--- src/rtl/cordic_serial_addsub.sv ---
// Bit-serial a +/- (b >>> shift) for one CORDIC micro-rotation, one full-adder cell, LSB first.
// Optional feature: define CORDIC_SAT_EN to saturate the result on signed overflow.

module fa1bit (
    input  logic a,
    input  logic b,
    input  logic cin,
    output logic s,
    output logic cout
);
    assign s    = a ^ b ^ cin;
    assign cout = (a & b) | (cin & (a ^ b));
endmodule

module cordic_serial_addsub #(
    parameter int WIDTH = 16,
    parameter int SHW   = 4
) (
    input  logic             clk,
    input  logic             rst,
    input  logic             in_valid,
    output logic             in_ready,
    input  logic [WIDTH-1:0] a,
    input  logic [WIDTH-1:0] b,
    input  logic             sub,
    input  logic [SHW-1:0]   shift,
    output logic             out_valid,
    input  logic             out_ready,
    output logic [WIDTH-1:0] sum,
    output logic             ovf
);
    localparam int CW = $clog2(WIDTH);
    localparam int IW = ((CW > SHW) ? CW : SHW) + 1;

    typedef enum logic [1:0] {
        IDLE,
        RUN,
        DONE
    } state_t;

    state_t state;
    state_t state_next;

    logic [WIDTH-1:0] a_q;
    logic [WIDTH-1:0] b_q;
    logic             sub_q;
    logic [SHW-1:0]   shift_q;
    logic             carry;
    logic [CW-1:0]    count;
    logic [WIDTH-1:0] result;
    logic             ovf_q;

    logic             accept;
    logic             last;
    logic [IW-1:0]    idx_sum;
    logic [CW-1:0]    b_idx;
    logic             abit;
    logic             bbit;
    logic             s_bit;
    logic             cout;
    logic [WIDTH-1:0] result_next;
    logic [WIDTH-1:0] sat_value;

    assign accept = in_valid && (state == IDLE);
    assign last   = (state == RUN) && (count == CW'(WIDTH - 1));

    // Indices past the MSB read the sign bit, which is exactly an arithmetic shift of b.
    always_comb begin
        idx_sum = IW'(count) + IW'(shift_q);
        if (idx_sum > IW'(WIDTH - 1))
            b_idx = CW'(WIDTH - 1);
        else
            b_idx = idx_sum[CW-1:0];
    end

    assign abit = a_q[count];
    assign bbit = b_q[b_idx] ^ sub_q;

    fa1bit u_fa (
        .a    (abit),
        .b    (bbit),
        .cin  (carry),
        .s    (s_bit),
        .cout (cout)
    );

    assign result_next = {s_bit, result[WIDTH-1:1]};
    assign sat_value   = a_q[WIDTH-1] ? {1'b1, {(WIDTH-1){1'b0}}} : {1'b0, {(WIDTH-1){1'b1}}};

    always_ff @(posedge clk or posedge rst) begin
        if (rst)
            state <= IDLE;
        else
            state <= state_next;
    end

    always_comb begin
        state_next = state;
        case (state)
            IDLE:    if (in_valid) state_next = RUN;
            RUN:     if (last) state_next = DONE;
            DONE:    if (out_ready) state_next = IDLE;
            default: state_next = IDLE;
        endcase
    end

    always_ff @(posedge clk or posedge rst) begin
        if (rst) begin
            a_q     <= '0;
            b_q     <= '0;
            sub_q   <= 1'b0;
            shift_q <= '0;
            carry   <= 1'b0;
            count   <= '0;
            result  <= '0;
            ovf_q   <= 1'b0;
        end else if (accept) begin
            a_q     <= a;
            b_q     <= b;
            sub_q   <= sub;
            shift_q <= shift;
            carry   <= sub;
            count   <= '0;
        end else if (state == RUN) begin
            carry <= cout;
            count <= count + CW'(1);
            if (last) begin
                // Signed overflow: carry into the MSB differs from carry out of it.
                ovf_q <= carry ^ cout;
`ifdef CORDIC_SAT_EN
                result <= (carry ^ cout) ? sat_value : result_next;
`else
                result <= result_next;
`endif
            end else begin
                result <= result_next;
            end
        end
    end

`ifndef CORDIC_SAT_EN
    logic unused_sat;
    assign unused_sat = ^sat_value;
`endif

    assign in_ready  = (state == IDLE);
    assign out_valid = (state == DONE);
    assign sum       = result;
    assign ovf       = ovf_q;

endmodule

--- config.mk ---
export PLATFORM = sky130hd
export DESIGN_NAME = cordic_serial_addsub
export DESIGN_NICKNAME = d
export VERILOG_FILES = /design/src/rtl/cordic_serial_addsub.sv
export SDC_FILE = /design/constraint.sdc
export NUM_CORES = 1
export LEC_CHECK = 0
export BUFFER_PORTS_ARGS = -buffer_cell sky130_fd_sc_hd__buf_2
export CELL_PAD_IN_SITES_DETAIL_PLACEMENT = 0
export CELL_PAD_IN_SITES_GLOBAL_PLACEMENT = 1
export CORE_UTILIZATION = 38
export DETAILED_ROUTE_END_ITERATION = 8
export PLACE_DENSITY_LB_ADDON = 0.1
export SYNTH_ARGS = -nofsm -noshare
export SYNTH_HDL_FRONTEND = slang
export SYNTH_SLANG_ARGS = --single-unit
--- constraint.sdc ---
create_clock -name clk -period 2.8 [get_ports clk]
set_input_delay 0.56 -clock clk [delete_from_list [all_inputs] [get_ports clk]]
set_output_delay 0.56 -clock clk [all_outputs]
set_load 0.03 [all_outputs]
==> metrics.md, run 1 <==
| Metric | Value |
|---|---|
| Global Route Usage Sum | `15.8%` |
| Routed wire length | `about 5.4 mm` |
| Setup Skew | `between 0.01 and 0.015 ns` |
| Pins over their slew limit | `0` |
| Post-synth EDFFs | `0` |
| Mux cell area share after synthesis | `21.7%` |
| Core area | `6940 um2` |
| Power Total | `4.90 mW` |
| Worst hold path class | `primary input to async pin` |
| Largest cells by area after synthesis | `dfrtp_1 (55%), mux2_2 (16%), nand2_1 (7.1%), mux4_1 (3.8%), ha_1 (2.2%)` |
| Die H | `87.8 um` |
| DR pass1 iterations | `4` |
| MaxCap Viol Count | `0` |
| Xor/xnor share of the synthesized area | `less than 1%` |
| Worst-skew pair later-pin latency | `approximately 0.34 ns` |
| Crit path cell chain | `ha_2 > fa_2 > a21o_1 > a221oi_4 > a2bb2oi_1 > mux2i_1 > mux2i_1 > xnor2_1 > fa_2 > o21ai_1` |
| Layout cells sized above 1 | `43.8%` |
| Root buffer cell | `clkbuf_8` |
| Hold Fails Final Rpt | `0` |
| Max Fclk | `0.363 GHz` |
| Synth Area per Inst | `12.1 um2` |
| Area leader, netlist | `dfrtp_1` |
| Leak | `about 1.7 nW` |
| Post-synth top area share | `a little over half` |
| Slew of the pin with the lowest slew margin | `~0.92 ns` |
| Synth-to-Final Area Change | `22.7%` |
| Total CTS buffers | `9` |
| VDD IR max | `422 uV` |
| ANT nets after route | `0` |
| Die ar. | `7710 um2` |
| CTS clock-pin slew for the worst setup and hold paths | `roughly 0.070 ns` |
| Synth Net Count | `280` |
| Unrepaired setup endpoints after global routing | `yes` |
| Vias per cell | `4.85` |
| Number of global-route vias before repair | `1876` |
| Synthesized cell area | `approximately 2800 um2` |
| Final nets | `347` |
| Hpwl dp | `3.64 mm` |
| PD cells | `about 1400 nW/um2` |
| Critical Path End Type | `register` |
| Slew headroom | `38.5%` |
| Die X-Extent | `87.8 um` |
| Routed len/inst | `13.5 um` |
| Number of fill cells | `~670` |
| Setup violations, final | `0` |
| Synth Area in Adders | `3.67%` |
| Worst Setup Path Type | `register to register` |
| I/O pins | `60` |
| Initial antenna violation count | `0` |
| Fin area | `3430 um2` |
| Hold WS | `0.320 ns` |
| Routed vias | `1938` |
| Setup Buffers After CTS | `0` |
| Critical path required time | `around 3.1 ns` |
| # diodes | `0` |
| Register area | `between 1500 and 2000 um2` |
| # rows | `30` |
| Largest net degree at the start of global routing | `42` |
| Netlist cell types | `30` |
| Remaining global-route overflow | `0` |
| Sequential share of the synthesized area | `a little over half` |
| TNS Setup | `0 ns` |
| Crit. Startpoint | `shift_q[0]$_DFFE_PP0P_` |
| Slowest stage delay, CP | `0.46 ns` |
| Hold Buf Count CTS | `0` |
| Fin crit share | `a little over nine tenths` |
| First-pass GRT wire length | `8.94 mm` |
| Iter 0 DRT Violations | `74` |
| CTS Buffer Depth | `2` |
| Async S/R FF share, synth | `100%` |
| Critical Path Start Type | `register` |
| Number of synthesized register bits | `61` |
| Largest family of logic cells by synthesized area | `multiplexers` |
| Final Critical Period | `2.75 ns` |
| Synth Area in Simple Gates | `9.88%` |
| H-tree lvl count | `3` |
| Status | `finished, final reports clean` |
| CP max FO | `4` |
| CTS tree | `yes` |
| Placed cell area | `about 3200 um2` |
| Placer Congestion | `0.762` |
| Clk sinks | `approximately 60` |
| Synth Flop Type | `dfrtp_1` |
| R2R Path Start | `shift_q[0]$_DFFE_PP0P_` |
| Residual DRC | `0` |
| YS warnings | `0` |
| Mapped Cells | `232` |
| CP arrival | `3.02 ns` |
| Post-synthesis compound-gate area fraction | `6.53%` |
| Port bufs | `59` |
| Critical path's slowest cell | `fa_2` |
| Starting Density | `40.3%` |
| Multi-input logic area | `1240 um2` |
## registers in the layout, indices dropped and copies added (netlist names), 2 cells and up
register	flops
a_q	16
count	4
b_q	16
sum	16
state	2
shift_q	4
## power by group
part,internal (mW),total (mW),switching (mW)
logic,1.32,2.66,1.34
registers,1.33,1.59,0.259
clock network,0.315,0.652,0.337
total,2.96,4.90,1.94
## placed cells by master, fill, tap and decap left out, types with 2 or more instances in the layout
master,count
nor2_1,5
mux2_2,40
mux2i_1,3
o21ai_1,2
buf_2,59
inv_1,5
mux4_1,4
nand2b_1,3
clkbuf_8,9
a31oi_1,2
a2bb2oi_2,3
xnor2_1,2
o21ai_0,8
nor3_1,2
fa_2,2
a21o_1,3
dfrtp_1,61
ha_1,4
clkinv_2,4
a21oi_1,2
o22ai_1,4
nand2_1,53
buf_4,7
clkbuf_1,2
## logic make-up after synthesis
kind of cell / Yosys count
AOI/OAI and AO/OA: 28
xor gates and xnor gates: 3
adders and majority gates: 7
buffers and inverters: 17
DFF: 61
muxes: 48
and+or+nand+nor: 68
## per-layer routing
layer	GRT usage (%)	vias to the layer above	wire, um
met5	0	-	0
met3	3.77	11	254
met2	23.4	48	2420
met4	9.84	0	124
met1	20.9	941	2620
li1	-	938	-
## layout make-up
class	count	area share, %
Inverter	6	0.656
Clock inverter	5	0.801
Timing Repair Buffer	67	10.7
Sequential cell	61	44.4
Tap cell	96	3.50
Clock buffer	11	3.83
Multi-Input combinational cell	154	36.1
## repair_timing
item,4_1_cts,5_1_grt
resized for setup,7,3
pin swaps,4,4
endpoints found under the hold margin,0,0
endpoints found under the setup margin,3,3
## cells in the mapped netlist, types with 3 or more instances
| cell | instances |
|---|---|
| a21oi_1 | 3 |
| nor2_1 | 5 |
| mux2i_1 | 3 |
| a2bb2oi_1 | 4 |
| inv_1 | 6 |
| nand2b_1 | 3 |
| o21ai_0 | 10 |
| mux2_2 | 40 |
| o22ai_1 | 4 |
| buf_2 | 4 |
| mux4_1 | 4 |
| clkbuf_1 | 6 |
| a21o_1 | 3 |
| nand2_1 | 53 |
| dfrtp_1 | 61 |
| ha_1 | 5 |
## critical path, delay by kind of cell, from the launching register on
kind / cells / cell delay (ns)
DFF: 1 / 0.38
xor gates and xnor gates: 1 / 0.16
AOI/OAI and AO/OA: 4 / 0.91
adders and majority gates: 3 / 1.00
muxes: 2 / 0.24
## per-stage QoR
| step | cells | setup slack (ns) | utilization, % |
|---|---|---|---|
| final | 400 | 0.0452 | 49.5 |
| after global routing | 400 | -0.111 | 49.5 |
| after CTS | 400 | 0.00593 | 49.3 |
| after detailed placement | 384 | -0.127 | 46.6 |
| after global placement | 384 | -0.0334 | 46.6 |
| after floorplan | 232 | 0.0242 | - |
## final timing paths
path                                         to  slack (ns)  depth (start not counted)
max                         sum[15]$_DFFE_PP0P_        0.05                         10
min                          sum[6]$_DFFE_PP0P_        0.32                          2
max reg2reg                 sum[15]$_DFFE_PP0P_        0.05                         10
min reg2reg                  sum[0]$_DFFE_PP0P_        0.47                          2
max in group asynchronous    b_q[7]$_DFFE_PP0P_        1.87                          3
min in group clk           state[1]$_DFFE_PP0P_        0.41                          2
No activity file was read; power rests on OpenSTA's default activity.
==> run 2, diff against run 1 <==
==> constraint.sdc (replaced) <==
create_clock -name clk -period 2.8 [get_ports clk]
set_input_delay 0.28 -clock clk [delete_from_list [all_inputs] [get_ports clk]]
set_output_delay 0.28 -clock clk [all_outputs]
set_load 0.03 [all_outputs]
==> run 2 against run 1 <==
Setup slack worse by 0.017 ns. Count of clock-buffer cells in the layout did not move. Die area did not move. Clock skew decreased by 0.0011 ns. Maximum frequency fell by 0.60%. Combinational power rose by 5%. Utilization rose by 1.4 points. Global-route usage fell by 0.24 points. Via count shrank 2.1%. Sequential share of layout area down 1.2 points.
==> metrics.md, run 2 (synthesized netlist as in run 1, its figures left out) <==
| Metric | Value |
|---|---|
| Multi-input logic area | `1260 um2 (+2.1%)` |
| Final Critical Period | `2.77 ns (+0.0166 ns)` |
| Met3 usage | `3.20% (-0.57 points)` |
| CP max FO | `4 (unchanged)` |
| Remaining global-route overflow | `0 (unchanged)` |
| Hold Fails Final Rpt | `0 (unchanged)` |
| GRT Max-Usage Layer | `met2` |
| Routed wire length | `5.30 mm (-2.1%)` |
| Unrepaired setup endpoints after global routing | `yes` |
| CP arrival | `3.02 ns (about the same)` |
| Routed len/inst | `13.2 um (-2.4%)` |
| H-tree lvl count | `3 (unchanged)` |
| Register area | `1530 um2 (unchanged)` |
| Worst hold path class | `primary input to async pin` |
| Core area | `6940 um2 (unchanged)` |
| Largest net degree at the start of global routing | `32 (-24%)` |
| Global Route Usage Sum | `15.5% (-0.24 points)` |
| VDD IR max | `502 uV (+19%)` |
| First-pass GRT wire length | `9.04 mm (+1.2%)` |
| Iter 0 DRT Violations | `54 (-27%)` |
| CTS Buffer Depth | `2 (unchanged)` |
| Most frequent cells in the layout | `dfrtp_1 (61), buf_2 (59), nand2_1 (53), mux2_2 (40), clkbuf_8 (11)` |
| Die ar. | `7710 um2 (unchanged)` |
| Hpwl dp | `3.70 mm (+1.5%)` |
| Port bufs | `59 (unchanged)` |
| ANT nets after route | `0 (unchanged)` |
| Max Fclk | `0.361 GHz (-0.60%)` |
| Critical path required time | `3.05 ns (about the same)` |
| MaxCap Viol Count | `0 (unchanged)` |
| Setup Skew | `0.00902 ns (-0.00112 ns)` |
| Initial antenna violation count | `0 (unchanged)` |
| Routed vias | `1897 (-2.1%)` |
| Slew of the pin with the lowest slew margin | `0.672 ns (-0.251 ns)` |
| Fin crit share | `99.0% (+0.59 points)` |
| Critical Path Start Type | `register` |
| DR pass1 iterations | `4 (unchanged)` |
| Setup violations, final | `0 (unchanged)` |
| Pins over their slew limit | `0 (unchanged)` |
| Met1 usage | `21.3% (+0.42 points)` |
| Power Total | `5.15 mW (+5.1%)` |
| CTS tree | `yes` |
| Worst Setup Path Type | `register to register` |
| # diodes | `0 (unchanged)` |
| Layout cells sized above 1 | `45.9% (+2.2 points)` |
| GR Util met2 | `23.5% (+0.14 points)` |
| Die X-Extent | `87.8 um (unchanged)` |
| Synth-to-Final Area Change | `26.1%` |
| Vias per cell | `4.73 (-2.4%)` |
| I/O pins | `60 (unchanged)` |
| # rows | `30 (unchanged)` |
| Placer Congestion | `0.752 (-1.4%)` |
| Residual DRC | `0 (unchanged)` |
| Worst-skew pair later-pin latency | `0.33 ns (about the same)` |
| Status | `finished, final reports clean` |
| Critical Path End Type | `register` |
| Starting Density | `40.3% (unchanged)` |
| Final nets | `349 (+0.58%)` |
| Die H | `87.8 um (unchanged)` |
| Total CTS buffers | `9 (unchanged)` |
| CTS clock-pin slew for the worst setup and hold paths | `0.07 ns (about the same)` |
| Commonest non-fill, non-tap cell in the layout | `dfrtp_1` |
| PD cells | `1460 nW/um2 (+2.3%)` |
| Placed cell area | `3250 um2 (+0.62%)` |
| Number of fill cells | `650 (-2.3%)` |
| Clk sinks | `61 (unchanged)` |
| Root buffer cell | `clkbuf_8` |
| Fin area | `3530 um2 (+2.7%)` |
| Slew headroom | `55.1% (+17 points)` |
| Number of global-route vias before repair | `1928 (+2.8%)` |
| Leak | `1.71 nW (+2.6%)` |
## run 2: final cells by class
cell class | instances | share of cell area, %
Sequential cell | 61 | 43.3
Timing Repair Buffer | 69 | 11.2
Tap cell | 96 | 3.40
Multi-Input combinational cell | 154 | 35.9
Clock buffer | 11 | 4.29
Clock inverter | 4 | 1.35
Inverter | 6 | 0.638
## run 2: timing repair
action                                  4_1_cts  5_1_grt
hold buffers                                  0        0
endpoints found under the setup margin        3        3
pin swaps                                     4        1
setup buffers                                 0        1
resized for setup                             4       10
## run 2: per-layer routing
metal  vias up  part of all wire, %
met4         0                  1.7
met5         -                    0
met2        43                   43
met3         7                  3.7
li1        944                    -
met1       903                   52
## run 2: power breakdown
| group | total, mW | switching (mW) | internal (mW) | leakage, nW |
|---|---|---|---|---|
| Combinational | 2.78 | 1.37 | 1.40 | 0.867 |
| Sequential | 1.59 | 0.266 | 1.33 | 0.742 |
| Clock | 0.779 | 0.327 | 0.451 | 0.101 |
## run 2: final timing paths
check	from	end	slack, ns	depth (start not counted)
min in group clk	out_ready	state[1]$_DFFE_PP0P_	0.14	2
max reg2reg	count[0]$_DFFE_PP0P_	sum[15]$_DFFE_PP0P_	0.03	9
min reg2reg	sum[0]$_DFFE_PP0P_	sum[0]$_DFFE_PP0P_	0.47	2
min	rst	sum[6]$_DFFE_PP0P_	0.04	2
max in group asynchronous	rst	b_q[15]$_DFFE_PP0P_	2.15	3
max	count[0]$_DFFE_PP0P_	sum[15]$_DFFE_PP0P_	0.03	9
## run 2: through the flow
step           TNS, ns  util [%]  setup WS (ns)  hold slack [ns]  cells
2_1_floorplan        0         -         0.0242            0.388    232
3_3_place_gp   -0.0362      46.9        -0.0362            0.432    385
3_5_place_dp    -0.135      46.9         -0.103            0.427    385
4_1_cts              0      50.0         0.0178           0.0647    400
5_1_grt         -0.329      50.8         -0.150            0.111    401
6_report             0      50.8         0.0285           0.0429    401
## run 2: worst max-delay path: stages, from the launching register on
cell and delay, ns:
dfrtp_1 0.39, ha_2 0.19, fa_2 0.50, a221oi_4 0.44, a2bb2oi_2 0.17, mux2i_1 0.08, mux2i_1 0.17, xnor2_1 0.16
fa_2 0.45, o21ai_1 0.13
